## src/rtl/db9md_pad_responder_if.sv

```systemverilog
// Pad-side signal bundle for the DB9 Mega Drive pad responder.
// No valid/ready handshake: sel_in is a free-running asynchronous level and data_out is a level.
interface db9md_pad_responder_if;
    logic        en;
    logic        sel_in;
    logic [11:0] joy;
    logic [5:0]  data_out;
    logic [2:0]  seq_phase;

    modport master (
        output en,
        output sel_in,
        output joy,
        input  data_out,
        input  seq_phase
    );

    modport slave (
        input  en,
        input  sel_in,
        input  joy,
        output data_out,
        output seq_phase
    );
endinterface

```

## src/rtl/db9md_pad_responder.sv

```systemverilog
// Mega Drive 3/6-button pad emulator: tracks TH select pulses and drives
// the active-low D5..D0 lines from a DB9MD-layout joystick word.
module db9md_pad_responder #(
    parameter int TIMEOUT_CYC = 60000,
    parameter int SIX_BTN     = 1
) (
    input  logic                        clk_sys,
    input  logic                        reset,
    db9md_pad_responder_if.slave        pad
);
    localparam int TW = (TIMEOUT_CYC > 2) ? $clog2(TIMEOUT_CYC) : 1;
    localparam logic [TW-1:0] T_MAX = TW'(TIMEOUT_CYC - 1);
    localparam logic SIX = (SIX_BTN != 0);

    typedef enum logic [2:0] {
        PH0 = 3'd0,
        PH1 = 3'd1,
        PH2 = 3'd2,
        PH3 = 3'd3,
        PH4 = 3'd4,
        PH5 = 3'd5
    } phase_t;

    phase_t        phase, phase_next;
    logic          sync1, sel_s, sel_d;
    logic [TW-1:0] tcnt, tcnt_next;
    logic [5:0]    data_q, data_next;
    logic          fall, edge_any;
    logic          id_phase, ext_phase;

    assign fall     = sel_d & ~sel_s;
    assign edge_any = sel_d ^ sel_s;

    // Sync flops reset high so leaving reset never looks like a select fall.
    always_ff @(posedge clk_sys) begin
        if (reset) begin
            sync1  <= 1'b1;
            sel_s  <= 1'b1;
            sel_d  <= 1'b1;
            phase  <= PH0;
            tcnt   <= '0;
            data_q <= 6'h3F;
        end else begin
            sync1  <= pad.sel_in;
            sel_s  <= sync1;
            sel_d  <= sel_s;
            phase  <= phase_next;
            tcnt   <= tcnt_next;
            data_q <= data_next;
        end
    end

    always_comb begin
        phase_next = phase;
        tcnt_next  = tcnt;
        data_next  = 6'h3F;
        id_phase   = 1'b0;
        ext_phase  = 1'b0;

        if (fall) begin
            phase_next = (phase == PH5) ? PH5 : phase_t'(phase + 3'd1);
        end else if (!edge_any && tcnt == T_MAX) begin
            phase_next = PH0;
        end

        if (edge_any) begin
            tcnt_next = '0;
        end else if (tcnt != T_MAX) begin
            tcnt_next = tcnt + 1'b1;
        end

        // Output decodes from the updated phase so it lands with seq_phase.
        id_phase  = SIX && (phase_next == PH3);
        ext_phase = SIX && (phase_next == PH4);

        if (sel_s) begin
            if (id_phase) begin
                data_next = {2'b11, ~pad.joy[8], ~pad.joy[9], ~pad.joy[10], ~pad.joy[11]};
            end else begin
                data_next = {~pad.joy[5], ~pad.joy[4], ~pad.joy[0],
                             ~pad.joy[1], ~pad.joy[2], ~pad.joy[3]};
            end
        end else begin
            if (id_phase) begin
                data_next = {~pad.joy[7], ~pad.joy[6], 4'b0000};
            end else if (ext_phase) begin
                data_next = {~pad.joy[7], ~pad.joy[6], 4'b1111};
            end else begin
                data_next = {~pad.joy[7], ~pad.joy[6], 2'b00, ~pad.joy[2], ~pad.joy[3]};
            end
        end

        if (!pad.en) begin
            data_next = 6'h3F;
        end
    end

    assign pad.data_out  = data_q;
    assign pad.seq_phase = phase;
endmodule
```

## src/flat_wrapper.sv

```systemverilog
// flat-port wrapper written by rule: the top's interface ports become plain ports
module db9md_pad_responder_flat 
#(
    parameter int TIMEOUT_CYC = 60000,
    parameter int SIX_BTN     = 1
)
  (clk_sys, reset, pad_en, pad_sel_in, pad_joy, pad_data_out, pad_seq_phase);
  db9md_pad_responder_if pad_i ();
  input  logic clk_sys;
  input  logic reset;
  input wire logic [$bits(pad_i.en)-1:0] pad_en;
  input wire logic [$bits(pad_i.sel_in)-1:0] pad_sel_in;
  input wire logic [$bits(pad_i.joy)-1:0] pad_joy;
  output wire logic [$bits(pad_i.data_out)-1:0] pad_data_out;
  output wire logic [$bits(pad_i.seq_phase)-1:0] pad_seq_phase;
  assign pad_i.en = pad_en;
  assign pad_i.sel_in = pad_sel_in;
  assign pad_i.joy = pad_joy;
  assign pad_data_out = pad_i.data_out;
  assign pad_seq_phase = pad_i.seq_phase;
  db9md_pad_responder #(.TIMEOUT_CYC(TIMEOUT_CYC), .SIX_BTN(SIX_BTN)) u_core (.clk_sys(clk_sys), .reset(reset), .pad(pad_i));
endmodule
```

## config.mk

```make
export PLATFORM = sky130hd
export DESIGN_NAME = db9md_pad_responder_flat
export DESIGN_NICKNAME = d
export VERILOG_FILES = /design/src/rtl/db9md_pad_responder_if.sv /design/src/rtl/db9md_pad_responder.sv /design/src/flat_wrapper.sv
export SDC_FILE = /design/constraint.sdc
export NUM_CORES = 1
export LEC_CHECK = 0
export ABC_CLOCK_PERIOD_IN_PS = 1950
export BUFFER_PORTS_ARGS = -buffer_cell sky130_fd_sc_hd__buf_2
export CAP_MARGIN = 10
export CORE_MARGIN = 2
export CORE_UTILIZATION = 49
export CTS_CLUSTER_SIZE = 40
export DETAILED_ROUTE_END_ITERATION = 10
export PLACE_DENSITY = 0.74
export RECOVER_POWER = 25
export SLEW_MARGIN = 20
export SYNTH_ARGS = -nofsm -noshare
export SYNTH_HDL_FRONTEND = slang
export SYNTH_SLANG_ARGS = --single-unit
```

## constraint.sdc

```tcl
create_clock -name clk_sys -period 1.95 [get_ports clk_sys]
set_input_delay 0.195 -clock clk_sys [delete_from_list [all_inputs] [get_ports clk_sys]]
set_output_delay 0.195 -clock clk_sys [all_outputs]
set_load 0.05 [all_outputs]
```

==> report_table.html, run 1 <==
<table>
<tr><th>Metric</th><th>Value</th></tr>
<tr><th colspan="2">Floorplan</th></tr>
<tr><td>Number of rows in the core area</td><td>19</td></tr>
<tr><td>Die height</td><td>58.0 um</td></tr>
<tr><td>Die outline area</td><td>3370 um^2</td></tr>
<tr><td>Starting utilization of the core area</td><td>51.9%</td></tr>
<tr><td>Top-level I/O count</td><td>25</td></tr>
<tr><td>Overall die width</td><td>58.0 um</td></tr>
<tr><td>Core Region</td><td>2760 um^2</td></tr>
<tr><th colspan="2">STA</th></tr>
<tr><td>Worst slew margin</td><td>61.3%</td></tr>
<tr><td>Final Skew</td><td>0.00937 ns</td></tr>
<tr><td>Actual slew at the worst max-slew pin</td><td>0.573 ns</td></tr>
<tr><td>Crit share post-route</td><td>101%</td></tr>
<tr><td>Fin worst setup slack</td><td>-0.0291 ns</td></tr>
<tr><td>Post-layout minimum cycle time</td><td>1.98 ns</td></tr>
<tr><td>Max-slew violation count</td><td>0</td></tr>
<tr><td>Peak clock frequency supported by timing</td><td>0.505 GHz</td></tr>
<tr><td>Setup repair after global routing missed its margin</td><td>yes</td></tr>
<tr><td>Hold violation total from the final report</td><td>0</td></tr>
<tr><td>Final number of setup-violating endpoints</td><td>2</td></tr>
<tr><th colspan="2">Global route</th></tr>
<tr><td>Global-route wire length before repair</td><td>5.02 mm</td></tr>
<tr><td>Number of global-route vias before repair</td><td>1210</td></tr>
<tr><td>Largest net degree at the start of global routing</td><td>17</td></tr>
<tr><td>Initial antenna violation count</td><td>0</td></tr>
<tr><td>Total grt overflow</td><td>0</td></tr>
<tr><td>Overall global routing resource usage</td><td>18.5%</td></tr>
<tr><th colspan="2">Finish</th></tr>
<tr><td>Top library cells by usage in the layout, fill and taps aside</td><td>sky130_fd_sc_hd__dfxtp_1, sky130_fd_sc_hd__buf_2, sky130_fd_sc_hd__nor2_1, sky130_fd_sc_hd__nand2_1</td></tr>
<tr><td>Nets</td><td>212</td></tr>
<tr><td>Final standard cell utilization of the core</td><td>64.4%</td></tr>
<tr><td>Count of inserted antenna diode cells</td><td>0</td></tr>
<tr><td>Commonest non-fill, non-tap cell in the layout</td><td>sky130_fd_sc_hd__dfxtp_1</td></tr>
<tr><td>Sequential cell area in the final layout</td><td>562 um^2</td></tr>
<tr><td>Fraction of layout cells with a size suffix above 1</td><td>29.0%</td></tr>
<tr><td>Non-Filler Instances</td><td>224</td></tr>
<tr><td>Count of fill cells added during filler insertion</td><td>225</td></tr>
<tr><td>Area growth syn-to-layout</td><td>24.1%</td></tr>
<tr><td>Area of the multi-input gates</td><td>911 um^2</td></tr>
<tr><th colspan="2">Setup path</th></tr>
<tr><td>Crit-path max FO</td><td>6</td></tr>
<tr><td>Endpoint kind of the worst setup timing path</td><td>flip-flop</td></tr>
<tr><td>Required time at the worst-slack endpoint</td><td>2.18 ns</td></tr>
<tr><td>Critical Setup Path Class</td><td>flip-flop to flip-flop</td></tr>
<tr><td>CP Launch Type</td><td>flip-flop</td></tr>
<tr><td>Data arrival time of the worst path</td><td>2.21 ns</td></tr>
<tr><th colspan="2">Clock network</th></tr>
<tr><td>Clock latency reported for the late side of the worst-skew pair</td><td>0.33 ns</td></tr>
<tr><td>Clock tree from TritonCTS</td><td>built</td></tr>
<tr><td>H-tree levels</td><td>1</td></tr>
<tr><td>Master cell of the clock root buffer</td><td>sky130_fd_sc_hd__clkbuf_4</td></tr>
<tr><td>Number of clock sinks</td><td>28</td></tr>
<tr><td>Clock transition at the registers of the reported paths</td><td>0.16 ns</td></tr>
<tr><td>Number of buffers created by CTS</td><td>3</td></tr>
<tr><td>Max clock buf depth</td><td>2</td></tr>
<tr><td>Hold-fix buffers, CTS</td><td>0</td></tr>
<tr><th colspan="2">Pwr</th></tr>
<tr><td>Power per unit of standard cell area</td><td>625 nW/um^2</td></tr>
<tr><td>Leakage</td><td>0.721 nW</td></tr>
<tr><td>Highest ir drop seen on vdd</td><td>486 uV</td></tr>
<tr><th colspan="2">Routing</th></tr>
<tr><td>Via density per instance</td><td>5.90</td></tr>
<tr><td>Number of nets with antenna violations after routing</td><td>0</td></tr>
<tr><td>Total via count in the routed design</td><td>1321</td></tr>
<tr><td>Count of routing violations after the opening detailed-route iteration</td><td>48</td></tr>
<tr><td>Final routed wire length divided by cell count</td><td>14.3 um</td></tr>
<tr><td>DRT Wirelength</td><td>3.20 mm</td></tr>
<tr><td>Number of remaining DRC errors</td><td>0</td></tr>
<tr><td>Pre-Repair DR Iteration Count</td><td>4</td></tr>
<tr><th colspan="2">Place</th></tr>
<tr><td>Count of buffers inserted at the top-level ports</td><td>24</td></tr>
<tr><td>HPWL Detailed</td><td>2.29 mm</td></tr>
<tr><td>Placed cell count</td><td>216</td></tr>
<tr><td>GP Congestion</td><td>0.832</td></tr>
<tr><th colspan="2">Synthesis</th></tr>
<tr><td>Synthesized instance count</td><td>160</td></tr>
<tr><td>Mapped cell area</td><td>1430 um^2</td></tr>
<tr><td>Syn_nets</td><td>178</td></tr>
<tr><td>Synth Warn #</td><td>0</td></tr>
<tr><td>Syn Area/Cell</td><td>8.95 um^2</td></tr>
<tr><td>Yosys cell types</td><td>43</td></tr>
<tr><td>Sequential cell area fraction in the yosys report</td><td>39.2%</td></tr>
<tr><td>Yosys reg bits</td><td>28</td></tr>
<tr><th colspan="2">Flow run</th></tr>
<tr><td>Number of max-cap violations</td><td>0</td></tr>
<tr><th colspan="2">Outcome</th></tr>
<tr><td>Outcome</td><td>complete, but fails checks</td></tr>
<tr><td>Failing checks</td><td>setup timing</td></tr>
<tr><th colspan="2">Worst hold path</th></tr>
<tr><td>Type of the most critical hold path</td><td>input pin to flip-flop</td></tr>
</table>
==> stage by stage <==
stage	TNS [ns]	setup WS (ns)	area, um^2	power (W)	hold WS, ns
finish	-0.0488	-0.0291	1780	0.00111	0.0341
detailed placement	-0.0107	-0.00735	1610	0.000723	0.386
CTS	0	0.00234	1670	0.00110	0.0342
floorplan	0	0.100	1430	0.000683	0.267
global placement	0	0.104	1610	0.000719	0.381
global route	-0.321	-0.0962	1780	0.00115	0.0371
==> Yosys cell counts <==
library cell | n | area share (%)
sky130_fd_sc_hd__o21ai_0 | 8 | 2.8
sky130_fd_sc_hd__nor4bb_1 | 1 | 0.70
sky130_fd_sc_hd__mux2_2 | 1 | 0.79
sky130_fd_sc_hd__nand4_2 | 1 | 0.87
sky130_fd_sc_hd__nand4bb_1 | 1 | 0.79
sky130_fd_sc_hd__or4_1 | 3 | 1.6
sky130_fd_sc_hd__or3b_1 | 1 | 0.61
sky130_fd_sc_hd__and2_1 | 2 | 0.87
sky130_fd_sc_hd__or3_1 | 3 | 1.3
sky130_fd_sc_hd__clkbuf_1 | 4 | 1.0
sky130_fd_sc_hd__nand3_1 | 7 | 2.4
sky130_fd_sc_hd__ha_1 | 2 | 1.7
sky130_fd_sc_hd__nand4_1 | 3 | 1.3
sky130_fd_sc_hd__o221ai_1 | 2 | 1.2
sky130_fd_sc_hd__and3_2 | 2 | 1.0
sky130_fd_sc_hd__or4_4 | 1 | 0.79
sky130_fd_sc_hd__o21a_1 | 1 | 0.52
sky130_fd_sc_hd__and3_1 | 8 | 3.5
sky130_fd_sc_hd__nor2_1 | 13 | 3.4
sky130_fd_sc_hd__o311ai_0 | 2 | 1.2
sky130_fd_sc_hd__nor2b_1 | 5 | 2.2
sky130_fd_sc_hd__a311oi_1 | 1 | 0.61
sky130_fd_sc_hd__nand4bb_4 | 1 | 1.9
sky130_fd_sc_hd__dfxtp_1 | 28 | 39
sky130_fd_sc_hd__a21oi_1 | 8 | 2.8
sky130_fd_sc_hd__nand4b_4 | 1 | 1.7
sky130_fd_sc_hd__a31oi_1 | 4 | 1.7
sky130_fd_sc_hd__nor3_1 | 1 | 0.35
sky130_fd_sc_hd__nor4_1 | 2 | 0.87
sky130_fd_sc_hd__and4_2 | 2 | 1.4
sky130_fd_sc_hd__nand2b_1 | 3 | 1.3
sky130_fd_sc_hd__a32oi_1 | 2 | 1.2
sky130_fd_sc_hd__xor2_1 | 8 | 4.9
sky130_fd_sc_hd__nor4_4 | 1 | 1.5
sky130_fd_sc_hd__and4_1 | 1 | 0.61
sky130_fd_sc_hd__o31ai_1 | 2 | 1.0
sky130_fd_sc_hd__nand2_1 | 11 | 2.9
sky130_fd_sc_hd__or3_2 | 1 | 0.52
sky130_fd_sc_hd__o41ai_1 | 1 | 0.61
sky130_fd_sc_hd__mux2i_1 | 1 | 0.70
sky130_fd_sc_hd__or2_2 | 3 | 1.3
sky130_fd_sc_hd__o211ai_1 | 1 | 0.52
sky130_fd_sc_hd__inv_1 | 6 | 1.6
==> routing by layer <==
metal	vias to the layer above	routed length [um]	GRT usage (%)
met2	41	1570	33.8
li1	662	-	-
met4	0	30	4.98
met1	614	1410	22.7
met3	4	180	2.23
met5	-	0	0
==> power by group <==
group	switching [W]	total, W	leakage, nW	internal (W)
logic	0.0000780	0.000129	0.466	0.0000510
registers	0.0000121	0.000600	0.228	0.000588
clock network	0.000174	0.000382	0.0279	0.000208
==> state kept, by name, summed over array words and instances (netlist names) <==
register / count
u_core.pad.seq_phase: 3
u_core.tcnt: 16
u_core.pad.data_out: 6
u_core.sel_d: 1
u_core.sync1: 1
u_core.sel_s: 1
==> what timing repair did <==
action	4_1_cts	5_1_grt
endpoints found under the setup margin	2	6
resized for setup	1	18
pin swaps	0	5
hold endpoints to repair	0	0
buffers inserted	0	4
==> cells by family after synthesis <==
group	synth area share, %
adders and majority gates	1.75
DFF	39.2
xor gates and xnor gates	4.90
buffers and inverters	2.62
and+or+nand+nor	35.8
muxes	1.49
AOI/OAI and AO/OA	14.3
==> cell type report <==
| class | count | share of cell area [%] |
|---|---|---|
| inverters | 6 | 1.41 |
| flip-flops and latches | 28 | 31.6 |
| multi-input cells | 122 | 51.3 |
| clock inverters | 1 | 1.69 |
| clock buffers | 3 | 1.27 |
| repair buffers | 33 | 10.6 |
| well taps | 31 | 2.18 |
==> final timing paths <==
kind | startpoint | endpoint | slack [ns] | cells after the start
max | u_core.sel_s | u_core.pad.data_out[3] | -0.03 | 7
min | pad_sel_in | u_core.sync1 | 0.03 | 2
max reg2reg | u_core.sel_s | u_core.pad.data_out[3] | -0.03 | 7
min reg2reg | u_core.sync1 | u_core.sel_s | 0.45 | 1
==> worst max-delay path: stages (launching register included) <==
cell	delay (ns)
sky130_fd_sc_hd__dfxtp_2	0.38
sky130_fd_sc_hd__inv_4	0.05
sky130_fd_sc_hd__ha_4	0.26
sky130_fd_sc_hd__nand4bb_1	0.13
sky130_fd_sc_hd__or4_4	0.64
sky130_fd_sc_hd__a21oi_4	0.25
sky130_fd_sc_hd__buf_6	0.13
sky130_fd_sc_hd__o31ai_4	0.05
Power figures use the tool's default switching activity.
==> run 2: changes to the inputs <==
- ABC_CLOCK_PERIOD_IN_PS: 1950 -> 2200
- CORE_ASPECT_RATIO: not set -> 1.5
- CORE_UTILIZATION: 49 -> 50
- PLACE_DENSITY: 0.74 -> 0.78
- clock period: 1.95 -> 2.2 ns (I/O delays scaled with it)
==> report_table.html, run 2 (synthesis gave the netlist of run 1 again) <==
<table>
<tr><th>Metric</th><th>Value</th></tr>
<tr><th colspan="2">Routing</th></tr>
<tr><td>Final routed wire length divided by cell count</td><td>13.3 um (-6.8%)</td></tr>
<tr><td>Count of routing violations after the opening detailed-route iteration</td><td>31 (-35%)</td></tr>
<tr><td>Pre-Repair DR Iteration Count</td><td>4 (unchanged)</td></tr>
<tr><td>Number of remaining DRC errors</td><td>0 (unchanged)</td></tr>
<tr><td>Total via count in the routed design</td><td>1302 (-1.4%)</td></tr>
<tr><td>Via density per instance</td><td>5.81 (-1.4%)</td></tr>
<tr><td>Number of nets with antenna violations after routing</td><td>0 (unchanged)</td></tr>
<tr><td>DRT Wirelength</td><td>2.98 mm (-6.8%)</td></tr>
<tr><th colspan="2">Clock network</th></tr>
<tr><td>Post-CTS setup repair buffer count</td><td>0 (unchanged)</td></tr>
<tr><td>Master cell of the clock root buffer</td><td>sky130_fd_sc_hd__clkbuf_8</td></tr>
<tr><td>Clock tree from TritonCTS</td><td>built</td></tr>
<tr><td>Number of buffers created by CTS</td><td>3 (unchanged)</td></tr>
<tr><td>H-tree levels</td><td>1 (unchanged)</td></tr>
<tr><td>Post-cts gate resize count</td><td>0 (-1)</td></tr>
<tr><td>Hold-fix buffers, CTS</td><td>0 (unchanged)</td></tr>
<tr><td>Max clock buf depth</td><td>2 (unchanged)</td></tr>
<tr><td>Clock transition at the registers of the reported paths</td><td>0.09 ns (-0.07 ns)</td></tr>
<tr><td>Clock latency reported for the late side of the worst-skew pair</td><td>0.27 ns (-0.06 ns)</td></tr>
<tr><td>Number of clock sinks</td><td>28 (unchanged)</td></tr>
<tr><th colspan="2">STA</th></tr>
<tr><td>Final Skew</td><td>0.00334 ns (-0.00603 ns)</td></tr>
<tr><td>Setup repair after global routing missed its margin</td><td>no</td></tr>
<tr><td>Worst slew margin</td><td>59.6% (-1.7 points)</td></tr>
<tr><td>Post-layout minimum cycle time</td><td>1.98 ns (-0.000216 ns)</td></tr>
<tr><td>Final number of setup-violating endpoints</td><td>0 (-2)</td></tr>
<tr><td>Crit share post-route</td><td>90.0% (-12 points)</td></tr>
<tr><td>Max-slew violation count</td><td>0 (unchanged)</td></tr>
<tr><td>Hold violation total from the final report</td><td>0 (unchanged)</td></tr>
<tr><td>Actual slew at the worst max-slew pin</td><td>0.609 ns (+0.0358 ns)</td></tr>
<tr><td>Peak clock frequency supported by timing</td><td>0.505 GHz (about the same)</td></tr>
<tr><td>Worst Hold Margin</td><td>0.127 ns (+0.0931 ns)</td></tr>
<tr><td>Setup TNS</td><td>0 ns (+0.0488 ns)</td></tr>
<tr><th colspan="2">Finish</th></tr>
<tr><td>Count of inserted antenna diode cells</td><td>0 (unchanged)</td></tr>
<tr><td>Fraction of layout cells with a size suffix above 1</td><td>19.8% (-9.2 points)</td></tr>
<tr><td>Top register by number of flip-flops</td><td>u_core.tcnt</td></tr>
<tr><td>Commonest non-fill, non-tap cell in the layout</td><td>sky130_fd_sc_hd__dfxtp_1</td></tr>
<tr><td>Top library cells by usage in the layout, fill and taps aside</td><td>sky130_fd_sc_hd__dfxtp_1, sky130_fd_sc_hd__buf_2, sky130_fd_sc_hd__nor2_1, sky130_fd_sc_hd__nand2_1</td></tr>
<tr><td>Number of flip-flops under the largest register name</td><td>16 (unchanged)</td></tr>
<tr><td>Area growth syn-to-layout</td><td>16.3%</td></tr>
<tr><td>Final standard cell utilization of the core</td><td>61.5% (-2.9 points)</td></tr>
<tr><td>Nets</td><td>206 (-2.8%)</td></tr>
<tr><th colspan="2">Global route</th></tr>
<tr><td>Number of global-route vias before repair</td><td>1225 (+1.2%)</td></tr>
<tr><td>Initial antenna violation count</td><td>0 (unchanged)</td></tr>
<tr><td>Global-route wire length before repair</td><td>5.06 mm (+0.82%)</td></tr>
<tr><td>Met1 GRT Util</td><td>23.9% (+1.2 points)</td></tr>
<tr><td>Busiest layer in global routing</td><td>met2</td></tr>
<tr><td>Global Route met3 Usage</td><td>2.86% (+0.63 points)</td></tr>
<tr><td>Overall global routing resource usage</td><td>20.0% (+1.6 points)</td></tr>
<tr><td>Total grt overflow</td><td>0 (unchanged)</td></tr>
<tr><td>GR met2 Demand/Resource</td><td>33.5% (-0.28 points)</td></tr>
<tr><td>Largest net degree at the start of global routing</td><td>17 (unchanged)</td></tr>
<tr><th colspan="2">Setup path</th></tr>
<tr><td>Critical Setup Path Class</td><td>flip-flop to flip-flop</td></tr>
<tr><td>CP Launch Type</td><td>flip-flop</td></tr>
<tr><td>Critical Path Max Stage Delay</td><td>0.61 ns (-0.03 ns)</td></tr>
<tr><td>Required time at the worst-slack endpoint</td><td>2.33 ns (+0.15 ns)</td></tr>
<tr><td>Crit-path max FO</td><td>6 (unchanged)</td></tr>
<tr><td>Data arrival time of the worst path</td><td>2.11 ns (-0.10 ns)</td></tr>
<tr><td>Library cell contributing the largest single delay on the critical path</td><td>sky130_fd_sc_hd__or4_4</td></tr>
<tr><td>Series of cell instances along the critical path</td><td>ha_1, nand4_2, or4_4, a21oi_1, o311ai_0</td></tr>
<tr><td>Endpoint kind of the worst setup timing path</td><td>flip-flop</td></tr>
<tr><th colspan="2">Floorplan</th></tr>
<tr><td>Die outline area</td><td>3320 um^2 (-1.6%)</td></tr>
<tr><td>Starting utilization of the core area</td><td>52.9% (+1.0 points)</td></tr>
<tr><td>Core Region</td><td>2710 um^2 (-1.9%)</td></tr>
<tr><td>Top-level I/O count</td><td>25 (unchanged)</td></tr>
<tr><td>Die height</td><td>69.5 um (+20%)</td></tr>
<tr><td>Overall die width</td><td>47.7 um (-18%)</td></tr>
<tr><td>Number of rows in the core area</td><td>23 (+4)</td></tr>
<tr><th colspan="2">Place</th></tr>
<tr><td>Count of buffers inserted at the top-level ports</td><td>24 (unchanged)</td></tr>
<tr><td>GP Congestion</td><td>0.893 (+7.3%)</td></tr>
<tr><td>HPWL Detailed</td><td>2.31 mm (+0.69%)</td></tr>
<tr><th colspan="2">Pwr</th></tr>
<tr><td>Highest ir drop seen on vdd</td><td>515 uV (+5.9%)</td></tr>
<tr><td>Power per unit of standard cell area</td><td>618 nW/um^2 (-1.3%)</td></tr>
<tr><td>Leakage</td><td>0.692 nW (-4.1%)</td></tr>
<tr><th colspan="2">Worst hold path</th></tr>
<tr><td>Type of the most critical hold path</td><td>input pin to flip-flop</td></tr>
<tr><th colspan="2">Flow run</th></tr>
<tr><td>Number of max-cap violations</td><td>0 (unchanged)</td></tr>
<tr><th colspan="2">Outcome</th></tr>
<tr><td>Outcome</td><td>finished clean</td></tr>
</table>
==> run 2: cell type report <==
| type | instances | area, um^2 |
|---|---|---|
| Tap cell | 37 | 46.3 |
| Clock inverter | 1 | 30.0 |
| Multi-Input combinational cell | 122 | 833 |
| Inverter | 6 | 22.5 |
| Clock buffer | 3 | 41.3 |
| Sequential cell | 28 | 561 |
| Timing Repair Buffer | 27 | 130 |
| Fill cell | 255 | 1040 |
==> run 2: critical path, delay by kind of cell (launching register included) <==
family | cells | cell delay [ns]
AO/OA/AOI/OAI | 2 | 0.48
flip-flops | 1 | 0.38
AND/OR/NAND/NOR | 2 | 0.78
adder cells (fa/ha/maj) | 1 | 0.21
==> run 2: routing by layer <==
| layer | vias up | part of all wire, % | routed length (um) |
|---|---|---|---|
| met5 | - | 0 | 0 |
| met4 | 0 | 1.4 | 43 |
| met3 | 4 | 4.2 | 125 |
| met2 | 30 | 53 | 1580 |
| met1 | 620 | 41 | 1230 |
| li1 | 648 | - | - |
==> run 2: power breakdown <==
group           total, W  switching (W)  internal (W)
Sequential      0.000530     0.00000975      0.000520
Combinational  0.0000975      0.0000633     0.0000341
Clock           0.000401       0.000157      0.000244
Total            0.00103       0.000230      0.000798
==> run 2: worst paths after layout <==
check / to / cells past startpoint / slack [ns] / start
setup / recovery: u_core.pad.data_out[1] / 5 / 0.22 / u_core.tcnt[0]
hold reg to reg: u_core.sel_s / 1 / 0.44 / u_core.sync1
hold / removal: u_core.sync1 / 2 / 0.13 / pad_sel_in
setup reg to reg: u_core.pad.data_out[1] / 5 / 0.22 / u_core.tcnt[0]
==> run 2: per-stage QoR <==
stage / cell area (um^2) / total power [W] / setup slack [ns] / instances
floorplan: 1430 / 0.000606 / 0.350 / 160
global placement: 1610 / 0.000638 / 0.313 / 220
detailed placement: 1610 / 0.000642 / 0.227 / 220
CTS: 1680 / 0.00104 / 0.209 / 224
global route: 1660 / 0.00107 / 0.0438 / 224
finish: 1660 / 0.00103 / 0.221 / 224
==> run 3: changes to the inputs <==
- GPL_TIMING_DRIVEN: not set -> 0
- RECOVER_POWER: 25 -> 50
==> report_table.html, run 3 (synthesis gave the netlist of run 1 again) <==
<table>
<tr><th>Metric</th><th>Value</th></tr>
<tr><th colspan="2">Setup path</th></tr>
<tr><td>Levels on crit path</td><td>7 (+2)</td></tr>
<tr><td>Worst R2R Setup Slack</td><td>0.17 ns (-0.05 ns)</td></tr>
<tr><td>Data arrival time of the worst path</td><td>2.20 ns (+0.09 ns)</td></tr>
<tr><td>Worst reg2reg path endpoint</td><td>u_core.pad.data_out[0]</td></tr>
<tr><td>Critical Path Max Stage Delay</td><td>0.45 ns (-0.16 ns)</td></tr>
<tr><td>Crit-path max FO</td><td>10 (+4)</td></tr>
<tr><td>CP Launch Type</td><td>flip-flop</td></tr>
<tr><td>Worst setup endpoint</td><td>u_core.pad.data_out[0]</td></tr>
<tr><td>Required time at the worst-slack endpoint</td><td>2.37 ns (+0.04 ns)</td></tr>
<tr><td>Library cell contributing the largest single delay on the critical path</td><td>sky130_fd_sc_hd__o41ai_1</td></tr>
<tr><td>Series of cell instances along the critical path</td><td>inv_1, ha_1, clkbuf_1, inv_1, o41ai_1, a21oi_2, o311ai_0</td></tr>
<tr><td>Sum of buffers and inverters on the critical path</td><td>3 (+3)</td></tr>
<tr><td>Reg2Reg Depth</td><td>7 (+2)</td></tr>
<tr><td>Kind of cell adding the most delay to the critical path</td><td>buffers and inverters</td></tr>
<tr><td>Endpoint kind of the worst setup timing path</td><td>flip-flop</td></tr>
<tr><td>Critical R2R Launch</td><td>u_core.sel_s</td></tr>
<tr><td>Critical Setup Path Class</td><td>flip-flop to flip-flop</td></tr>
<tr><td>Cell type with the highest occurrence count on the critical path</td><td>sky130_fd_sc_hd__inv_1</td></tr>
<tr><td>Launching element of the worst setup path</td><td>u_core.sel_s</td></tr>
<tr><th colspan="2">Outcome</th></tr>
<tr><td>Outcome</td><td>finished clean</td></tr>
<tr><th colspan="2">Routing</th></tr>
<tr><td>Total via count in the routed design</td><td>1330 (+2.2%)</td></tr>
<tr><td>Number of remaining DRC errors</td><td>0 (unchanged)</td></tr>
<tr><td>Pre-Repair DR Iteration Count</td><td>4 (unchanged)</td></tr>
<tr><td>Count of routing violations after the opening detailed-route iteration</td><td>9 (-71%)</td></tr>
<tr><td>Via density per instance</td><td>5.91 (+1.7%)</td></tr>
<tr><td>Final routed wire length divided by cell count</td><td>14.2 um (+6.7%)</td></tr>
<tr><td>Number of nets with antenna violations after routing</td><td>0 (unchanged)</td></tr>
<tr><td>DRT Wirelength</td><td>3.19 mm (+7.1%)</td></tr>
<tr><th colspan="2">Pwr</th></tr>
<tr><td>Highest ir drop seen on vdd</td><td>474 uV (-7.8%)</td></tr>
<tr><td>Power per unit of standard cell area</td><td>622 nW/um^2 (+0.78%)</td></tr>
<tr><td>Leakage</td><td>0.646 nW (-6.6%)</td></tr>
<tr><th colspan="2">Clock network</th></tr>
<tr><td>Clock transition at the registers of the reported paths</td><td>0.09 ns (about the same)</td></tr>
<tr><td>Number of clock sinks</td><td>28 (unchanged)</td></tr>
<tr><td>H-tree levels</td><td>1 (unchanged)</td></tr>
<tr><td>Max clock buf depth</td><td>2 (unchanged)</td></tr>
<tr><td>Number of buffers created by CTS</td><td>3 (unchanged)</td></tr>
<tr><td>Clock latency reported for the late side of the worst-skew pair</td><td>0.28 ns (about the same)</td></tr>
<tr><td>Clock tree from TritonCTS</td><td>built</td></tr>
<tr><td>Master cell of the clock root buffer</td><td>sky130_fd_sc_hd__clkbuf_8</td></tr>
<tr><th colspan="2">STA</th></tr>
<tr><td>Final Skew</td><td>0.00576 ns (+0.00243 ns)</td></tr>
<tr><td>Crit share post-route</td><td>92.3% (+2.4 points)</td></tr>
<tr><td>Worst slew margin</td><td>51.9% (-7.7 points)</td></tr>
<tr><td>Actual slew at the worst max-slew pin</td><td>0.716 ns (+0.107 ns)</td></tr>
<tr><td>Final number of setup-violating endpoints</td><td>0 (unchanged)</td></tr>
<tr><td>Setup repair after global routing missed its margin</td><td>no</td></tr>
<tr><td>Peak clock frequency supported by timing</td><td>0.492 GHz (-2.6%)</td></tr>
<tr><td>Post-layout minimum cycle time</td><td>2.03 ns (+0.0522 ns)</td></tr>
<tr><td>Setup TNS</td><td>0 ns (unchanged)</td></tr>
<tr><td>Max-slew violation count</td><td>0 (unchanged)</td></tr>
<tr><td>Hold violation total from the final report</td><td>0 (unchanged)</td></tr>
<tr><th colspan="2">Floorplan</th></tr>
<tr><td>Top-level I/O count</td><td>25 (unchanged)</td></tr>
<tr><td>Core Region</td><td>2710 um^2 (unchanged)</td></tr>
<tr><td>Number of rows in the core area</td><td>23 (unchanged)</td></tr>
<tr><td>Starting utilization of the core area</td><td>52.9% (unchanged)</td></tr>
<tr><td>Die outline area</td><td>3320 um^2 (unchanged)</td></tr>
<tr><td>Die height</td><td>69.5 um (unchanged)</td></tr>
<tr><td>Overall die width</td><td>47.7 um (unchanged)</td></tr>
<tr><th colspan="2">Finish</th></tr>
<tr><td>Fraction of layout cells with a size suffix above 1</td><td>18.6% (-1.2 points)</td></tr>
<tr><td>Number of flip-flops under the largest register name</td><td>16 (unchanged)</td></tr>
<tr><td>Count of fill cells added during filler insertion</td><td>261 (+2.4%)</td></tr>
<tr><td>Non-Filler Instances</td><td>225 (+0.45%)</td></tr>
<tr><td>Nets</td><td>207 (+0.49%)</td></tr>
<tr><td>Area growth syn-to-layout</td><td>16.1%</td></tr>
<tr><td>Top library cells by usage in the layout, fill and taps aside</td><td>sky130_fd_sc_hd__dfxtp_1, sky130_fd_sc_hd__clkbuf_1, sky130_fd_sc_hd__buf_2, sky130_fd_sc_hd__nor2_1, sky130_fd_sc_hd__nand2_1</td></tr>
<tr><td>Top register by number of flip-flops</td><td>u_core.tcnt</td></tr>
<tr><td>Commonest non-fill, non-tap cell in the layout</td><td>sky130_fd_sc_hd__dfxtp_1</td></tr>
<tr><td>Count of inserted antenna diode cells</td><td>0 (unchanged)</td></tr>
<tr><th colspan="2">Global route</th></tr>
<tr><td>Total grt overflow</td><td>0 (unchanged)</td></tr>
<tr><td>Initial antenna violation count</td><td>0 (unchanged)</td></tr>
<tr><td>Global-route wire length before repair</td><td>5.49 mm (+8.3%)</td></tr>
<tr><td>Largest net degree at the start of global routing</td><td>17 (unchanged)</td></tr>
<tr><td>Overall global routing resource usage</td><td>21.6% (+1.6 points)</td></tr>
<tr><td>Number of global-route vias before repair</td><td>1331 (+8.7%)</td></tr>
<tr><th colspan="2">Place</th></tr>
<tr><td>Placed cell count</td><td>221 (+0.45%)</td></tr>
<tr><td>Count of buffers inserted at the top-level ports</td><td>24 (unchanged)</td></tr>
<tr><td>GP Congestion</td><td>0.861 (-3.6%)</td></tr>
<tr><td>HPWL Detailed</td><td>2.40 mm (+3.9%)</td></tr>
<tr><th colspan="2">Flow run</th></tr>
<tr><td>Number of max-cap violations</td><td>0 (unchanged)</td></tr>
<tr><th colspan="2">Worst hold path</th></tr>
<tr><td>Type of the most critical hold path</td><td>input pin to flip-flop</td></tr>
</table>
run 3: timing repair:
item	4_1_cts	5_1_grt
hold buffers	0	0
buffers inserted	0	0
resized for setup	0	5
endpoints found under the setup margin	0	7
run 3: worst min-delay path by stage:
stage               cells past startpoint                       to  slack (ns)    startpoint
global placement                        1             u_core.sel_s        0.39  u_core.sync1
finish                                  2             u_core.sync1        0.12    pad_sel_in
detailed placement                      1             u_core.sel_s        0.39  u_core.sync1
global route                            2             u_core.sync1        0.12    pad_sel_in
CTS                                     2             u_core.sync1        0.12    pad_sel_in
floorplan                               1  u_core.pad.seq_phase[2]        0.29         reset
run 3: final cells by class:
class / count / area (um^2) / share of cell area [%]
clock inverters: 1 / 30.0 / 1.81
inverters: 6 / 22.5 / 1.36
clock buffers: 3 / 41.3 / 2.48
multi-input cells: 122 / 837 / 50.4
repair buffers: 24 / 108 / 6.48
flip-flops and latches: 28 / 562 / 33.8
well taps: 37 / 46.3 / 2.79
plain buffers: 4 / 15.0 / 0.904
run 3: power breakdown:
part / switching [W] / leakage (nW) / internal, W / total [W]
clock: 0.000162 / 0.0357 / 0.000244 / 0.000406
combinational: 0.0000659 / 0.383 / 0.0000334 / 0.0000993
sequential: 0.00000911 / 0.228 / 0.000520 / 0.000529
total: 0.000237 / 0.646 / 0.000797 / 0.00103
run 3: per-stage QoR:
step	utilization (%)	total power (W)	hold slack [ns]	setup slack (ns)	cell area, um^2
4_1_cts	61.7	0.00104	0.117	0.0163	1670
5_1_grt	61.4	0.00107	0.124	0.0178	1660
3_3_place_gp	59.1	0.000636	0.392	0.121	1600
6_report	61.4	0.00103	0.119	0.169	1660
3_5_place_dp	59.1	0.000642	0.393	0.0249	1600
2_1_floorplan	-	0.000606	0.292	0.350	1430
run 3: per-layer routing:
metal	track usage (%)	share of wire, %	vias up
li1	-	-	650
met1	24.9	42	651
met2	37.9	54	24
met3	2.34	2.6	5
met4	8.11	1.7	0
met5	0	0	-
